### config.mk
export PLATFORM = sky130hd
export DESIGN_NAME = lsu
export DESIGN_NICKNAME = d
export VERILOG_FILES = /design/src/rtl/lsu.sv
export SDC_FILE = /design/constraint.sdc
export NUM_CORES = 1
export LEC_CHECK = 0
export BUFFER_PORTS_ARGS = -buffer_cell sky130_fd_sc_hd__buf_2
export CAP_MARGIN = 20
export CORE_AREA = 5 5 154 97
export DETAILED_ROUTE_END_ITERATION = 12
export DIE_AREA = 0 0 159 102
export PLACE_DENSITY = 0.64
export REMOVE_ABC_BUFFERS = 1
export SYNTH_ARGS = -nofsm -noshare
export SYNTH_HDL_FRONTEND = slang
export SYNTH_SLANG_ARGS = --single-unit
### constraint.sdc
create_clock -name clk -period 2.6 [get_ports clk]
set_input_delay 0.13 -clock clk [delete_from_list [all_inputs] [get_ports clk]]
set_output_delay 0.13 -clock clk [all_outputs]
set_load 0.005 [all_outputs]
### src/rtl/lsu.sv
// lsu: load/store unit, initiator side of the data-memory port.
// Accepts byte/half/word loads and stores, drives a word-aligned bus with
// per-byte strobes and returns sign/zero-extended load data.
//
// Build option: LSU_MISALIGNED_SPLIT_EN
//   defined   - accesses crossing a 32-bit word are split into ACC0 + ACC1
//   undefined - crossing accesses fault (resp_err) with no bus writes
//
// state | meaning
// IDLE  | ready for a request; latch req_* on req_valid
// ACC0  | bus cycle on the word holding the first byte
// ACC1  | bus cycle on the following word (split builds only)
// DONE  | one-cycle response pulse
module lsu (
  input  logic        clk,
  input  logic        rst_n,
  input  logic        req_valid,
  output logic        req_ready,
  input  logic        req_we,
  input  logic [1:0]  req_size,
  input  logic        req_signed,
  input  logic [31:0] req_addr,
  input  logic [31:0] req_wdata,
  output logic        resp_valid,
  output logic [31:0] resp_rdata,
  output logic        resp_err,
  output logic [31:0] mem_addr,
  output logic [31:0] mem_wrdata,
  output logic [3:0]  mem_wrstb,
  input  logic [31:0] mem_rddata
);

  typedef logic [3:0] wrstb_t;

  typedef enum logic [1:0] {
    S_IDLE = 2'd0,
    S_ACC0 = 2'd1,
    S_ACC1 = 2'd2,
    S_DONE = 2'd3
  } state_t;

  state_t      state, state_nxt;

  logic        lat_we;
  logic [1:0]  lat_size;
  logic        lat_signed;
  logic [31:0] lat_addr;
  logic [31:0] lat_wdata;
  logic [31:0] rd0;
  // Only the low three bytes of the second word can ever land in a result.
  logic [23:0] rd1;

  logic [1:0]  off;
  logic [7:0]  size_mask;
  logic [7:0]  lane_mask;
  logic [31:0] lane_lo;
`ifdef LSU_MISALIGNED_SPLIT_EN
  logic [31:0] lane_hi;
`endif
  logic        size_bad;
  logic        crosses;
  logic        fault;
  logic [31:0] word_addr;
  logic [31:0] rd_shift;
  logic [31:0] load_ext;
  wrstb_t      strobe;

  // Lane mask, lane-aligned store data and fault decode from the latched request.
  always_comb begin
    off       = lat_addr[1:0];
    size_bad  = (lat_size == 2'b11);
    case (lat_size)
      2'b00:   size_mask = 8'h01;
      2'b01:   size_mask = 8'h03;
      2'b10:   size_mask = 8'h0F;
      default: size_mask = 8'h00;
    endcase
    lane_mask = size_mask << off;
    crosses   = |lane_mask[7:4];
`ifdef LSU_MISALIGNED_SPLIT_EN
    {lane_hi, lane_lo} = {32'd0, lat_wdata} << {off, 3'b000};
    fault = size_bad;
`else
    lane_lo = lat_wdata << {off, 3'b000};
    fault   = size_bad | crosses;
`endif
    word_addr = {lat_addr[31:2], 2'b00};
  end

  // Align the captured word pair down to the requested byte, then extend.
  always_comb begin
    case (off)
      2'd0:    rd_shift = rd0;
      2'd1:    rd_shift = {rd1[7:0],  rd0[31:8]};
      2'd2:    rd_shift = {rd1[15:0], rd0[31:16]};
      default: rd_shift = {rd1[23:0], rd0[31:24]};
    endcase
    case (lat_size)
      2'b00:   load_ext = {{24{lat_signed & rd_shift[7]}},  rd_shift[7:0]};
      2'b01:   load_ext = {{16{lat_signed & rd_shift[15]}}, rd_shift[15:0]};
      default: load_ext = rd_shift;
    endcase
  end

  // State register.
  always_ff @(posedge clk) begin
    if (!rst_n) begin
      state <= S_IDLE;
    end else begin
      state <= state_nxt;
    end
  end

  // Request latch and read-data capture.
  always_ff @(posedge clk) begin
    if (!rst_n) begin
      lat_we     <= 1'b0;
      lat_size   <= 2'b00;
      lat_signed <= 1'b0;
      lat_addr   <= 32'd0;
      lat_wdata  <= 32'd0;
      rd0        <= 32'd0;
      rd1        <= 24'd0;
    end else begin
      if (state == S_IDLE && req_valid) begin
        lat_we     <= req_we;
        lat_size   <= req_size;
        lat_signed <= req_signed;
        lat_addr   <= req_addr;
        lat_wdata  <= req_wdata;
        rd0        <= 32'd0;
        rd1        <= 24'd0;
      end
      if (state == S_ACC0) begin
        rd0 <= mem_rddata;
      end
`ifdef LSU_MISALIGNED_SPLIT_EN
      if (state == S_ACC1) begin
        rd1 <= mem_rddata[23:0];
      end
`endif
    end
  end

  // Next-state and bus/response outputs.
  always_comb begin
    state_nxt  = state;
    req_ready  = 1'b0;
    resp_valid = 1'b0;
    resp_rdata = 32'd0;
    resp_err   = 1'b0;
    mem_addr   = 32'd0;
    mem_wrdata = 32'd0;
    strobe     = '0;
    case (state)
      S_IDLE: begin
        req_ready = 1'b1;
        if (req_valid) begin
          state_nxt = S_ACC0;
        end
      end
      S_ACC0: begin
        mem_addr   = word_addr;
        mem_wrdata = lane_lo;
        if (lat_we && !fault) begin
          strobe = lane_mask[3:0];
        end
`ifdef LSU_MISALIGNED_SPLIT_EN
        state_nxt = (crosses && !size_bad) ? S_ACC1 : S_DONE;
`else
        state_nxt = S_DONE;
`endif
      end
`ifdef LSU_MISALIGNED_SPLIT_EN
      S_ACC1: begin
        mem_addr   = word_addr + 32'd4;
        mem_wrdata = lane_hi;
        if (lat_we) begin
          strobe = lane_mask[7:4];
        end
        state_nxt = S_DONE;
      end
`endif
      S_DONE: begin
        resp_valid = 1'b1;
        resp_err   = fault;
        if (!fault && !lat_we) begin
          resp_rdata = load_ext;
        end
        state_nxt = S_IDLE;
      end
      default: begin
        state_nxt = S_IDLE;
      end
    endcase
  end

  // A reset landing on a bus cycle must not commit that cycle's bytes.
  assign mem_wrstb = rst_n ? strobe : 4'b0000;

endmodule

After elaboration in Yosys (flattened, before gate mapping)
Cells that the tools add are included.
{"block": "op_classes", "reduce_logical": 10, "shift": 2, "n_mux": 17, "n_eq_ne": 8, "bitwise_logic": 3}
{"cell": "32-bit 2-to-1 mux", "n": 6}
{"cell": "32-bit case mux with 3 select lines", "n": 1}
{"cell": "32-bit case mux with 2 select lines", "n": 1}
{"cell": "32-bit by 5-bit left shift with 32-bit output", "n": 1}
{"cell": "4-bit 2-to-1 mux", "n": 3}
{"cell": "4-bit case mux with 3 select lines", "n": 1}
{"cell": "2-bit equality test (second input constant)", "n": 4}
{"cell": "8-bit by 2-bit left shift with 8-bit output", "n": 1}
{"cell": "2-bit by 1-bit equality test with 1-bit output (second input constant)", "n": 3}
{"cell": "2-bit logical NOT", "n": 3}
{"cell": "2-bit case mux with 2 select lines", "n": 1}
{"cell": "4-bit OR reduction", "n": 1}
{"cell": "1-bit logical AND", "n": 3}
{"cell": "1-bit 2-to-1 mux", "n": 3}
{"cell": "1-bit bitwise AND", "n": 2}
{"cell": "1-bit logical NOT", "n": 2}
{"cell": "2-bit 2-to-1 mux", "n": 1}
{"cell": "2-bit inequality test (second input constant)", "n": 1}
{"cell": "2-bit nonzero test", "n": 1}
{"cell": "1-bit OR", "n": 1}
{"block": "totals", "register_bits": 102, "word_cells": 47, "in_bits": 103, "out_inout_bits": 103}

Longest topological paths before layout
Gate-level depths: netlist of run 1.
{"block": "depth", "ltp_word": 10, "depth_mapped": 7, "depth_no_buf": 6}

Least setup slack after synthesis of run 1
Ideal clock, no wire load.
{"block": "synth_path", "path_kind": "flip-flop to output port", "startpoint": "register lat_size[0]", "endpoint": "output mem_wrstb[1]", "path_stages_with_launch": 7, "t_arrival_ns": 1.673, "path_slack_ns": 0.797, "n_path_buf": 0, "required_time_ns": 2.470, "path_cell_list": "dfxtp_1 inv_1 ha_1 nand3_1 o311ai_1 or4_1 nor3b_1"}
{"block": "synth_between", "elab_chain_len": 10, "elab_cells_between_ends": 13, "cone_classes": "eq/ne (3); shift (1); mux (4); bitwise (1); reduce/logical (4)"}
{"element": "start: declaration", "line": "45", "source": "logic [1:0] lat_size;"}
{"element": "start signal: assignment", "line": "127", "source": "lat_size <= req_size;"}
{"element": "2-bit equality test, or another cell as far along", "line": "72", "source": "case (lat_size)"}
{"element": "4-bit case mux with 3 select lines", "line": "72"}
{"element": "8-bit by 2-bit left shift with 8-bit output", "line": "78", "source": "lane_mask = size_mask << off;"}
{"element": "4-bit OR reduction", "line": "79", "source": "crosses = |lane_mask[7:4];"}
{"element": "1-bit OR", "line": "85", "source": "fault = size_bad | crosses;"}
{"element": "1-bit logical NOT", "line": "165", "source": "if (lat_we && !fault) begin"}
{"element": "1-bit logical AND", "line": "165"}
{"element": "4-bit 2-to-1 mux *", "line": "165"}
{"element": "4-bit 2-to-1 mux *", "line": "155", "source": "case (state)"}
{"element": "4-bit 2-to-1 mux *", "line": "199", "source": "assign mem_wrstb = rst_n ? strobe : 4'b0000;"}
{"element": "end: declaration", "line": "29", "source": "output logic [3:0] mem_wrstb,"}
Every way passes the cells marked *; elsewhere a longest branch is shown, timed or not.

Worst setup path after layout of run 1
{"block": "layout_path", "startpoint": "register lat_addr[1]", "endpoint": "output resp_rdata[11]"}
{"block": "layout_between", "elab_chain_len": 7, "elab_cells_between_ends": 13, "cone_classes": "eq/ne (2); shift (1); mux (4); bitwise (2); reduce/logical (4)"}
{"element": "start: declaration", "line": "47", "source": "logic [31:0] lat_addr;"}
{"element": "start signal: assignment", "line": "129", "source": "lat_addr <= req_addr;"}
{"element": "parallel branches: the longest is 5 deep, another holds 32-bit case mux with 3 select lines"}
{"element": "32-bit 2-to-1 mux *", "line": "187", "source": "if (!fault && !lat_we) begin"}
{"element": "32-bit 2-to-1 mux *", "line": "155"}
{"element": "end: declaration", "line": "25", "source": "output logic [31:0] resp_rdata,"}
Mark *: on every way between the ends.

==> impl_results.md, run 1 <==
* Syn-to-layout area delta at 31.1%
* Final setup fails at 0
* DP HPWL at approximately 12000 microns
* Post-synth top area share at about two fifths
* CTS tree: built
* Via count at around 5200
* Max-cap check violation count at 0
* Share of cells above drive strength 1 at 31.5%
* Setup Fix Bufs, Post-CTS at 0
* Drt first pass iters at 5
* Setup Crit Path Kind: flip-flop to output pin
* Die Wd at 159 microns
* Seq/Total Area, Yosys at 39.4%
* Highest-count cells in the layout ignoring fill and taps: 203 x buf_2, 138 x nand2_1, 103 x a21oi_1, 100 x dfxtp_1
* Seq cells post-synth at ~100
* PortBufs at about 200
* Crit end category: output pin
* Cell accounting for the most synthesized area: dfxtp_1
* First-pass GRT wire length at 25600 microns
* Largest net degree at the start of global routing at between 60 and 70
* Commonest non-fill, non-tap cell in the layout: buf_2
* DIE HEIGHT at 102 microns
* Post-Synthesis Cells at between 600 and 700
* Tightest Hold Check Type: primary input to flip-flop
* Total routed wirelength at 16100 microns
* Met3 GRT Util at 3.87%
* Worst IR Drop VDD at 314 uV
* I/O pin total at 206
* Post-DRT Antenna Nets at 0
* Slew HR at 50.8%
* Synth Flop Type: dfxtp_1
* Met2 Usage GRT at a little over a quarter
* Site row count at 33
* Layout Nets at 948
* DIE AREA at 16200 sq um
* Fin. max-slew vios at 0
* Final Wtd Congestion at 0.810
* Register-to-register setup slack at around 0.95 ns
* Layout Skew at 0.00589 ns
* DRC at 0
* Area after DPL at between 6000 and 7000 sq um
* Core area at 13300 sq um
* Routed vias/inst at 5.12
* Power Density at 567 nW/um^2
* GRT overflow at 0
* Fin Setup TNS at 0 ns
* Initial antenna violation count at 0
* Clock tree sinks at 102
* FFs w/ async S/R, synth at 0%
* Status: finished clean
* Clock transition at path regs at approximately 0.070 ns
* Tmin final at 2.49 ns
* Drt first-iter violations at 356
* N_diodes at 0
* Crit path cell chain: buf_4 > buf_4 > mux2i_1 > o2bb2ai_1 > a21oi_1 > nor2_1 > buf_2
* Slowest cell on the critical path: dfxtp_2
* Post-synthesis average cell area at ~7.9 sq um
* Worst-margin pin slew at approximately 0.74 ns
* Worst skew pair latency at roughly 0.33 ns
* H-tree levels at 3
* Unrepaired setup endpoints after global routing: true
* Gr busiest metal: met1
* Max frequency at 402 MHz
* Synthesized area at 5190 sq um
* Synth cell types at 39
* Initial Utilization at approximately 39%
* Cell area after layout at between 6000 and 7000 sq um
* Root Driver: clkbuf_16
* Final Hold Viols at 0
* Ranking of synthesized cells by area: dfxtp_1 39%, nand2_1 10%, a21oi_1 9.9%
* Max clock buf depth at 2
* Number of global-route vias before repair at 4785
* Met1 Usage GRT at 28.7%
* Overall routing resource usage at 18.9%
* Wirelength per Cell at approximately 16 microns
* CP Buf/Inv Count at 3
* CTS Buf Count at 9
* Tcrit/Tclk final at between 90% and 100%
* CP delay by family, top: buffers and inverters
* Number of synthesized flops with an enable pin at 0
* WP data required at 2.47 ns
* Critical path peak fanout at 30
* Leak Pwr at 0.00299 uW
* CP peak stage delay at 0.58 ns
* Synth warn at 0
* CP arrival at around 2.4 ns
* CP Launch Type: flip-flop
* Crit path top cell by count: buf_4
worst register-to-register path, delay by kind of cell, from the launching register on:
kind	cells	cell delay (ns)
flops	1	0.40
buf+inv	2	0.52
simple gates	2	0.33
compound gates	1	0.29
worst paths after layout:
check,endpoint,cells past startpoint,start
worst max-delay path,resp_rdata[11],7,lat_addr[1]
worst min-delay path,rd0[6],2,mem_rddata[6]
worst max register to register,rd0[12],5,state[1]
worst min register to register,lat_addr[15],2,lat_addr[15]
cell families after synthesis:
group | synth area share (%)
AND/OR/NAND/NOR | 24.4
AO/OA/AOI/OAI | 22.8
flip-flops | 39.4
buffers and inverters | 5.33
multiplexers | 6.83
adder cells (fa/ha/maj) | 1.21
other | 0.0723
power by group:
part           total, uW  internal (uW)  switching [uW]  leakage (uW)
clock network       1490            859             627      0.000162
logic                644            275             369       0.00200
registers           1730           1660            73.7      0.000836
layout make-up:
class	instances	area, sq um
timing repair buffer	232	1310
multi-input combinational	490	2880
fill	1364	6540
clock inverter	7	103
tap	175	219
clock buffer	9	225
inverter	5	18.8
sequential	102	2040
routing by layer:
layer  vias up  part of all wire (%)
li1       2628                     -
met1      2430                    51
met2       149                    43
met3        18                   4.9
met4         0                   1.5
met5         -                     0
registers in the layout (all words and copies together), names as in the netlist:
signal and flops:
lat_wdata 32, lat_we 1, lat_size 2, rd0 32, lat_signed 1, state 2
lat_addr 32
stage by stage:
| stage | hold slack [ns] | total power, uW | std cells | util, % | setup slack [ns] |
|---|---|---|---|---|---|
| 3_3_place_gp | 0.346 | 2390 | 990 | 47.4 | 0.519 |
| 4_1_cts | 0.000107 | 3900 | 1020 | 51.0 | 0.0809 |
| 2_1_floorplan | 0.263 | 2120 | 597 | - | -0.817 |
| 3_5_place_dp | 0.349 | 2390 | 990 | 47.4 | 0.455 |
| 6_report | 0.0135 | 3860 | 1020 | 51.0 | 0.112 |
| 5_1_grt | 0.00320 | 4050 | 1020 | 51.0 | -0.0311 |
synthesized netlist by cell type, drive strengths merged, types with 3 or more instances:
cell and n:
nor2b 16, mux2 8, dfxtp 102, and2 42, clkbuf 35, mux2i 26
nor2 42, nand2b 3, inv 5, a21oi 103, nand2 139, a211oi 30
ha 5, a22o 32, o2bb2ai 8, buf 23, nor3 17
what timing repair did:
item,in CTS,in global routing
endpoints found under the hold margin,14,0
hold buffers,14,0
endpoints found under the setup margin,0,18
gates resized for setup,0,1
Note: power is estimated with default switching activity, not from simulation.
==> inputs of run 2 (changes only) <==
- CORE_AREA: 5 5 154 97 -> 5 5 134 85
- DIE_AREA: 0 0 159 102 -> 0 0 139 90
- PLACE_DENSITY: 0.64 -> 0.82
- SETUP_SLACK_MARGIN: default -> 0.2
==> run 2 against run 1 <==
Routed wire length rose by 0.20%. Worst setup slack improved by 0.14 ns. Global-route usage rose by 5.2 points. Clock skew barely moved. Non-clock buffer count fell by 6. Fmax rose by 5.9%. Total power fell by 5.0%. Combinational power rose by 3%. Worst hold slack got worse by 0.0055 ns. First-iteration DRC count fell by 2.0%. Clock power fell by 15%. Critical endpoint is now resp_rdata[13].
==> impl_results.md, run 2 (synthesis gave the netlist of run 1 again) <==
* Status: finished clean
* Die Wd at approximately 140 microns
* Critical path peak fanout at 7
* Share of cells above drive strength 1 at between 30% and 40%
* Root Driver: clkbuf_16
* Hold path start: mem_rddata[15]
* Final Hold Viols at 0
* Max frequency at around 430 MHz
* Register-to-register setup slack at 0.80 ns
* Setup Crit Path Kind: flip-flop to output pin
* Drt first-iter violations at 349
* Placed insts at 954
* Total routed wirelength at 16200 microns
* RR Startpoint: state[1]
* Layout Nets at about 940
* Non-Filler Instances at 979
* Fin. max-slew vios at 0
* Via count at 5400
* Tmin final at 2.35 ns
* Hold worst-path end: rd0[15]
* I/O pin total at 206
* H-tree levels at 3
* Wirelength per Cell at about 17 microns
* Worst IR Drop VDD at 398 uV
* Post-DRT Antenna Nets at 0
* CTS Buf Count at 9
* Routed vias/inst at 5.52
* Final setup fails at 0
* Crit end category: output pin
* GRT overflow at 0
* Drt first pass iters at 5
* Commonest non-fill, non-tap cell in the layout: buf_2
* PortBufs at roughly 200
* Worst-margin pin slew at 0.723 ns
* WP data required at 2.47 ns
* Power Density at between 500 and 600 nW/um^2
* CTS tree: built
* Largest net degree at the start of global routing at 66
* Clock tree sinks at 102
* Worst flop-to-flop path endpoint: rd0[10]
* Worst skew pair latency at between 0.3 and 0.4 ns
* DIE AREA at 12500 sq um
* Clock transition at path regs at 0.07 ns
* DP HPWL at ~12000 microns
* Initial antenna violation count at 1
* Tightest Hold Check Type: primary input to flip-flop
* Site row count at 29
* Hold Slack at 0.00797 ns
* Leak Pwr at 0.00297 uW
* Overall routing resource usage at 24.1%
* Final Wtd Congestion at between 0.8 and 0.9
* DRC at 0
* DIE HEIGHT at 90 microns
* Initial Utilization at 51.1%
* Top Registers: lat_addr: 32 flops, lat_wdata: 32 flops, rd0: 32 flops
* CP Launch Type: flip-flop
* Area after DPL at 6270 sq um
* Tcrit/Tclk final at ~90%
* Number of global-route vias before repair at ~5100
* Core area at 10200 sq um
* Final core utilization at between 60 and 70%
* Max-cap check violation count at 0
* Worst R2R Path Depth at 4
* Cell area after layout at approximately 6700 sq um
* Hold depth at 2
* Highest-count cells in the layout ignoring fill and taps: 203 x buf_2, 138 x nand2_1, 102 x a21oi_1, 98 x dfxtp_1
* Unrepaired setup endpoints after global routing: false
* CP arrival at ~2.2 ns
* Layout Skew at approximately 0.006 ns
* First-pass GRT wire length at 25700 microns
* Max clock buf depth at 2
* Syn-to-layout area delta at 29.6%
* Slew HR at 51.6%
[run 2: cell count changes in the layout (fill, tap and decap cells not counted), moves of 2 or more]
cell           before  now
dfxtp_1           100   98
bufinv_16           2    0
buf_6               0    4
clkbuf_1            0    2
a211oi_2            0    2
dlygate4sd3_1      14    4
ha_1                5    3
a211oi_1           30   28
[run 2: power by group]
group	switching, uW	leakage, uW	internal, uW
Combinational	383	0.00199	279
Sequential	74.1	0.000837	1660
Clock	591	0.000137	683
Total	1050	0.00297	2620
[run 2: worst max-delay path by stage]
stage | start | endpoint | slack [ns] | cells after the start
2_1_floorplan | lat_addr[0] | resp_rdata[0] | -0.82 | 3
3_3_place_gp | lat_addr[1] | resp_rdata[18] | 0.53 | 7
4_1_cts | lat_size[0] | resp_rdata[5] | 0.20 | 8
5_1_grt | lat_size[1] | resp_rdata[13] | 0.14 | 7
3_5_place_dp | lat_addr[1] | resp_rdata[20] | 0.42 | 7
6_report | lat_size[1] | resp_rdata[13] | 0.25 | 7
[run 2: worst max-delay path, stage by stage, from the launching register on]
cell      delay, ns
dfxtp_2        0.35
inv_1          0.11
ha_1           0.27
nand2b_1       0.15
a21boi_1       0.57
a21oi_1        0.15
nor2_1         0.15
buf_2          0.14
[run 2: area by class of cell]
cell class	count	area [sq um]
clock inverter	4	31.3
multi-input combinational	490	2940
antenna	1	2.50
timing repair buffer	226	1260
sequential	102	2050
inverter	5	18.8
clock buffer	12	246
fill	872	3440
tap	139	174
[run 2: layer usage]
| layer | part of all wire, % | global-route usage, % |
|---|---|---|
| met2 | 47 | 39.4 |
| met1 | 44 | 31.9 |
| met5 | 0 | 0 |
| met3 | 6.8 | 5.51 |
| met4 | 1.9 | 7.41 |
[run 2: repair_timing]
item	CTS	global route
hold buffers	2	2
pin swaps	0	1
hold endpoints to repair	2	2
cloned	0	1
buffers inserted	0	2
resized for setup	5	15
endpoints found under the setup margin	18	35
[run 2: metrics by stage]
step / setup TNS [ns] / total power [uW] / worst slack (ns)
final: 0 / 3670 / 0.251
after global placement: 0 / 2360 / 0.529
after global routing: 0 / 3830 / 0.142
after CTS: 0 / 3640 / 0.199
after floorplan: -24.48 / 2120 / -0.817
after detailed placement: 0 / 2380 / 0.422
==> inputs of run 3 (changes only) <==
- CORE_AREA: 5 5 134 85 -> 5 5 133 84
- CTS_BUF_LIST: default -> sky130_fd_sc_hd__clkbuf_4 sky130_fd_sc_hd__clkbuf_8
- CTS_CLUSTER_SIZE: default -> 20
- DIE_AREA: 0 0 139 90 -> 0 0 138 89
- PLACE_DENSITY: 0.82 -> 0.84
- SLEW_MARGIN: default -> 5
==> run 3 against run 2 <==
Worst hold slack improved by 0.0028 ns. Sequential share of layout area fell by 2.1 points. Global-route usage rose by 2.9 points. Core utilization rose by 8.0 points. Worst setup slack improved by 0.0065 ns. Non-clock buffer count rose by 54. Cell area rose by 7.5%. Cell count rose by 5.0%. Clock-buffer cell count fell by 1. Total power fell by 4.0%. Clock skew rose by 0.0030 ns. Flip-flop and latch count did not move. Critical endpoint is now mem_wrstb[1].
==> impl_results.md, run 3 (synthesis gave the netlist of run 1 again) <==
* Clock tree sinks at 102
* Worst skew pair latency at 0.36 ns
* Max frequency at 427 MHz
* Clock transition at path regs at 0.10 ns
* Status: finished clean
* Highest-count cells in the layout ignoring fill and taps: 203 x buf_2, 138 x nand2_1, 101 x a21oi_1, 98 x dfxtp_1, 59 x dlygate4sd3_1
* Clock share of power at 29.7%
* Max-cap check violation count at 0
* Flop pwr share at 49.3%
* Tcrit/Tclk final at 90.1%
* Routed vias/inst at 5.57
* Commonest non-fill, non-tap cell in the layout: buf_2
* Post-DRT Antenna Nets at 0
* Die Wd at 138 microns
* Max clock buf depth at 2
* CP arrival at 2.21 ns
* H-tree levels at 3
* Power Density at 487 nW/um^2
* Wirelength per Cell at 17.1 microns
* GRT overflow at 0
* Top Registers: lat_addr: 32 flops, lat_wdata: 32 flops, rd0: 32 flops
* DIE HEIGHT at 89 microns
* Setup Crit Path Kind: flip-flop to output pin
* DIE AREA at 12300 sq um
* Crit end category: output pin
* Worst IR Drop VDD at 301 uV
* Core area at 9740 sq um
* Hold Slack at approximately 0.011 ns
* CTS Buf Count at 9
* Layout Nets at 996
* Syn-to-layout area delta at 39.3%
* Worst-margin pin slew at 0.693 ns
* Tightest Hold Check Type: primary input to flip-flop
* Initial antenna violation count at 0
* Share of cells above drive strength 1 at 32.2%
* Internal power at 2490 uW
* CP Launch Type: flip-flop
* Final setup fails at 0
* Initial Utilization at a little over half
* Final Hold Viols at 0
* PortBufs at 203
* Layout Skew at between 0.008 and 0.009 ns
* CTS tree: built
* Fin Setup TNS at 0 ns
* WP data required at 2.47 ns
* Largest net degree at the start of global routing at 70
* P_sw at 1030 uW
* Leak Pwr at 0.00315 uW
* Post-Place Setup Slack at 0.453 ns
* Fin. max-slew vios at 0
* Met3 GRT Util at 5.40%
* Met1 Usage GRT at around 34%
* Slew HR at 53.8%
* Number of global-route vias before repair at 5444
* First-pass GRT wire length at approximately 27000 microns
* Via count at 5729
* Gate power share at 21.0%
* Switch share at around 29%
* Site row count at 28
* Final Wtd Congestion at 0.892
* Gr busiest metal: met2
* Tmin final at between 2 and 2.5 ns
* Root Driver: clkbuf_8
* I/O pin total at between 200 and 250
* Total routed wirelength at 17600 microns
* Drt first pass iters at 7
* Fin worst setup slack at approximately 0.26 ns
* Drt first-iter violations at 393
* DP HPWL at 12000 microns
* Overall routing resource usage at 27.0%
* Met2 Usage GRT at about 48%
* Unrepaired setup endpoints after global routing: true
* DRC at 0
* Critical path peak fanout at 5
## run 3: power groups by stage
stage	Combinational [uW]	Clock, uW	Sequential, uW
after floorplan	358	0	1760
after global placement	603	0	1760
after detailed placement	628	0	1770
after CTS	696	1060	1730
after global routing	803	1120	1750
final	738	1040	1740
## run 3: path summary, 6_finish.rpt
| kind | cells after the start | from | endpoint | slack (ns) |
|---|---|---|---|---|
| max reg2reg | 5 | state[1] | lat_addr[25] | 0.90 |
| min | 3 | req_wdata[1] | lat_wdata[1] | 0.01 |
| min reg2reg | 2 | lat_addr[19] | lat_addr[19] | 0.46 |
| max | 7 | lat_size[1] | mem_wrstb[1] | 0.26 |
## run 3: repair_timing
action | 4_1_cts | 5_1_grt
buffers inserted | 0 | 3
hold buffers | 56 | 3
endpoints found under the hold margin | 56 | 3
endpoints found under the setup margin | 18 | 39
pin swaps | 0 | 5
resized for setup | 6 | 22
## run 3: through the flow
stage	instance area, sq um	power, uW	cells	util, %
final	7230	3520	1028	74.2
after global routing	7220	3670	1027	74.2
after CTS	7060	3490	1020	72.5
after detailed placement	6270	2390	949	64.4
after global placement	6270	2360	949	64.4
after floorplan	4930	2120	597	-
## run 3: final cells by class
cell class                      count  area, sq um
Antenna cell                        1         2.50
Clock inverter                      4         55.1
Timing Repair Buffer              280         1800
Inverter                            5         18.8
Tap cell                          135          169
Multi-Input combinational cell    490         2980
Fill cell                         744         2510
Sequential cell                   102         2050
Clock buffer                       11          151
## run 3: critical path, cell delays in order, from the launching register on
cell	delay [ns]
dfxtp_4	0.41
inv_2	0.06
ha_4	0.23
nand3_1	0.10
o311ai_2	0.12
or4_4	0.57
nor3b_2	0.22
buf_2	0.14
## run 3: layer usage
layer | part of all wire (%) | wire length [microns]
met5 | 0 | 0
met4 | 2.7 | 471
met3 | 6.9 | 1210
met2 | 49 | 8600
met1 | 42 | 7320
